$ cat config.mk
export PLATFORM = sky130hd
export DESIGN_NAME = dff_pipe_en
export DESIGN_NICKNAME = d
export VERILOG_FILES = /design/src/rtl/dff_pipe_en.sv
export SDC_FILE = /design/constraint.sdc
export NUM_CORES = 1
export LEC_CHECK = 0
export ABC_AREA = 1
export CAP_MARGIN = 25
export CORE_MARGIN = 8
export CORE_UTILIZATION = 34
export CTS_CLUSTER_SIZE = 30
export DETAILED_ROUTE_END_ITERATION = 10
export SLEW_MARGIN = 30
export SYNTH_ARGS = -nofsm -noshare
export SYNTH_HDL_FRONTEND = slang
export SYNTH_SLANG_ARGS = --single-unit
$ cat constraint.sdc
create_clock -name clk -period 2.9 [get_ports clk]
set_input_delay 0.725 -clock clk [delete_from_list [all_inputs] [get_ports clk]]
set_output_delay 0.725 -clock clk [all_outputs]
set_load 0.02 [all_outputs]
$ cat src/rtl/dff_pipe_en.sv
// Elastic enabled register pipeline with bubble collapse, stall, flush and valid/ready handshake.
// Optional occupancy count output is built when DFF_PIPE_OCC_EN is defined.
module dff_pipe_en #(
  parameter int unsigned WIDTH = 8,
  parameter int unsigned DEPTH = 4
) (
  input  logic             clk,
  input  logic             reset_n,
  input  logic             en,
  input  logic             clr,
  input  logic             in_valid,
  output logic             in_ready,
  input  logic [WIDTH-1:0] d,
  output logic             out_valid,
  input  logic             out_ready,
  output logic [WIDTH-1:0] q
`ifdef DFF_PIPE_OCC_EN
  ,
  output logic [$clog2(DEPTH+1)-1:0] occ
`endif
);

  logic [DEPTH-1:0]            v;
  logic [DEPTH-1:0]            v_nxt;
  logic [DEPTH-1:0]            go;
  logic [DEPTH-1:0]            up_v;
  logic [DEPTH-1:0][WIDTH-1:0] data;
  logic [DEPTH-1:0][WIDTH-1:0] data_nxt;
  logic [DEPTH-1:0][WIDTH-1:0] up_d;

  // A stage may advance when it or any stage ahead of it has room to move.
  always_comb begin : go_chain
    logic g;
    g  = ~v[DEPTH-1] | out_ready;
    go = '0;
    go[DEPTH-1] = g;
    for (int k = int'(DEPTH) - 2; k >= 0; k--) begin
      g     = ~v[k] | g;
      go[k] = g;
    end
  end

  // Upstream source for each stage: stage 0 sees the input port.
  always_comb begin
    up_v    = '0;
    up_d    = '0;
    up_v[0] = in_valid;
    up_d[0] = d;
    for (int k = 1; k < int'(DEPTH); k++) begin
      up_v[k] = v[k-1];
      up_d[k] = data[k-1];
    end
  end

  assign in_ready  = en & go[0] & ~clr;
  assign out_valid = v[DEPTH-1];
  assign q         = data[DEPTH-1];

  // Invalid loads clear the valid bit but leave the data register untouched.
  always_comb begin
    v_nxt    = v;
    data_nxt = data;
    if (clr) begin
      v_nxt    = '0;
      data_nxt = '0;
    end else if (en) begin
      for (int k = 0; k < int'(DEPTH); k++) begin
        if (go[k]) begin
          v_nxt[k] = up_v[k];
          if (up_v[k]) data_nxt[k] = up_d[k];
        end
      end
    end
  end

  always_ff @(posedge clk or negedge reset_n) begin
    if (!reset_n) begin
      v    <= '0;
      data <= '0;
    end else begin
      v    <= v_nxt;
      data <= data_nxt;
    end
  end

`ifdef DFF_PIPE_OCC_EN
  localparam int unsigned OCC_W = $clog2(DEPTH + 1);

  logic [OCC_W-1:0] occ_nxt;

  always_comb begin
    occ_nxt = '0;
    for (int k = 0; k < int'(DEPTH); k++) begin
      occ_nxt = occ_nxt + OCC_W'(v_nxt[k]);
    end
  end

  always_ff @(posedge clk or negedge reset_n) begin
    if (!reset_n) occ <= '0;
    else          occ <= occ_nxt;
  end
`else
  // Occupancy is not tracked in this build.
`endif

endmodule

==> results.txt <==
Status -> finished clean
Initial Util -> 0.350
Pre-CTS setup slack -> -55.4 ps
Die width -> 85.8 um
Ys Warns -> 0
# diodes -> 0
CP arrival -> 1950 ps
Crit end category -> output port
Via count -> 1210
Clk buf depth -> 2
Synth Register Bits -> 36
Endpoints failing hold -> 0
CP max stage delay -> 560 ps
Min cycle time layout -> 2670 ps
DRT Wirelength -> 3060 um
Synth Instances -> 183
CTS buffer count -> 5
Sequential area share after synthesis -> 0.545
Fin worst setup slack -> 227 ps
Area leader, netlist -> dfrtp_1
Pwr dens -> 486 nW/um^2
Clk_lat worst skew -> 290 ps
PortBufs -> 23
Die H -> 85.8 um
Fillers -> 477
Share of the synthesized area in the top cell type -> 0.545
Top FF cell, synth -> dfrtp_1
CP max FO -> 5
Drt pass-1 iters -> 4
Leading cell type by number of instances after synthesis -> dfrtp_1
Power, Total -> 0.983 mW
RR Startpoint -> v[2]
WS Path Type -> in2out
Slew Limit Fails -> 0
Nets -> 221
Share of layout cells above drive strength 1 -> 0.115
Max Clock Freq -> 0.374 GHz
Final setup TNS -> 0 ps
Hold path startpoint -> data[23]
Cell Chain, Critical Path -> clkdlybuf4s50_1, nand2_1, nand4_2, inv_1, nor2_1, dlygate4sd2_1
Synth Cell Area -> 1650 um^2
Detailed Place HPWL -> 2170 um
Ports -> 24
Vias per cell -> 4.40
Slowest stage cell, crit path -> clkdlybuf4s50_1
Core region area -> 4720 um^2
CTS Root Cell -> clkbuf_8
H-tree levels -> 2
Clock skew -> 4.50 ps
Async set-or-reset flop fraction in the synthesized netlist -> 1.00
Hold slack -> 473 ps
Drt drc -> 0
Top cells by area, synth -> dfrtp_1, nand3_1, nand2_1
Synth Net Count -> 197
Cell area after layout -> 2020 um^2
Synth-to-layout area growth -> 22.2%
Initial detailed-routing violation count -> 48
Post-Layout Cell Count -> 275
FP Rows -> 25
Die area -> 7350 um^2
Tot GR Track Use -> 0.0950
Worst vdd ir -> 218 uV
Post-synth EDFFs -> 0
Mean area per synthesized cell -> 9.04 um^2
Placed inst area -> 1930 um^2
# clock sinks -> 36
Final GP Congestion -> 0.832
Crit path from -> en
Worst Tran Pin Value -> 530 ps
Worst Path Required -> 2170 ps
Rel. slew slack -> 0.645
Tcrit/Tclk final -> 0.922
P_leak -> 0.940 nW
Endpoints failing setup -> 0
GRT overflow -> 0
First-pass GRT wire length -> 5510 um
Top cells by count, synth -> dfrtp_1, nand3_1, nand2_1, inv_1, o21ai_0
Vias in the first global route -> 1261
ANT nets after route -> 0
Clk slew on worst S/H paths -> 60 ps
Initial antenna violation count -> 0
Drt wl/cell -> 11.1 um
Post-synth cell types -> 20
Fin util -> 0.428
Startpoint types -> input port
Placed cell count -> 267
CTS tree -> yes
Total of max-cap violations -> 0
Largest net degree at the start of global routing -> 37
RSZ-0062 raised after global routing -> false
Worst hold path class -> reg2reg
==> what timing repair did <==
item,in CTS,in global routing
buffers inserted,0,0
gates resized for setup,1,0
endpoints found under the setup margin,1,0
hold buffers,0,0
==> cell families (layout without fill, tap and decap cells) <==
| logic type | count (synthesis) | in the layout | share of synthesized area |
|---|---|---|---|
| flops | 36 | 36 | 0.545 |
| simple gates | 86 | 86 | 0.253 |
| buf+inv | 39 | 64 | 0.116 |
| compound gates | 22 | 22 | 0.0862 |
==> area by class of cell <==
cell class / instances / area [um^2] / area share
clock buffers: 8 / 90.1 / 0.0446
inverters: 24 / 90.1 / 0.0446
multi-input cells: 108 / 561 / 0.277
flip-flops and latches: 36 / 901 / 0.446
well taps: 67 / 83.8 / 0.0415
repair buffers: 32 / 297 / 0.147
==> sequential cells by signal (all words and copies together) (netlist names) <==
name and count:
data 24, q 8, v 4
==> cell usage in the layout, fill, tap and decap left out, drive strengths merged <==
cell type	synthesis	layout
nand3	37	37
dfrtp	36	36
nand2	34	34
inv	24	24
clkdlybuf4s50	0	22
o21ai	19	19
nand4	11	11
buf	14	9
clkbuf	1	8
nor2	4	4
a21oi	1	1
o31ai	1	1
o211ai	1	1
dlygate4sd2	0	1
==> per-layer routing <==
| metal | track usage | up-vias | routed length [um] |
|---|---|---|---|
| li1 | - | 646 | - |
| met1 | 0.113 | 532 | 1500 |
| met2 | 0.147 | 25 | 1350 |
| met3 | 0.0239 | 7 | 124 |
| met4 | 0.0669 | 0 | 86 |
| met5 | 0 | - | 0 |
==> critical path: cells and delay by family <==
family	cells	cell delay, ps
buffers and inverters	3	930
AND/OR/NAND/NOR	3	300
==> worst paths after layout <==
| check | end | slack, ps | cells after the start |
|---|---|---|---|
| worst max-delay path | in_ready | 230 | 6 |
| worst min-delay path | data[23] | 470 | 2 |
| worst max register to register | data[21] | 1380 | 7 |
| worst min register to register | data[23] | 470 | 2 |
| max in group asynchronous | data[6] | 1730 | 2 |
| min in group asynchronous | q[1] | 850 | 2 |
==> power breakdown <==
group | internal, mW | leakage (nW) | switching [mW]
combinational | 0.0396 | 0.399 | 0.0569
clock | 0.194 | 0.0455 | 0.169
sequential | 0.515 | 0.496 | 0.00856
total | 0.748 | 0.940 | 0.235
Power figures use the tool's default switching activity.
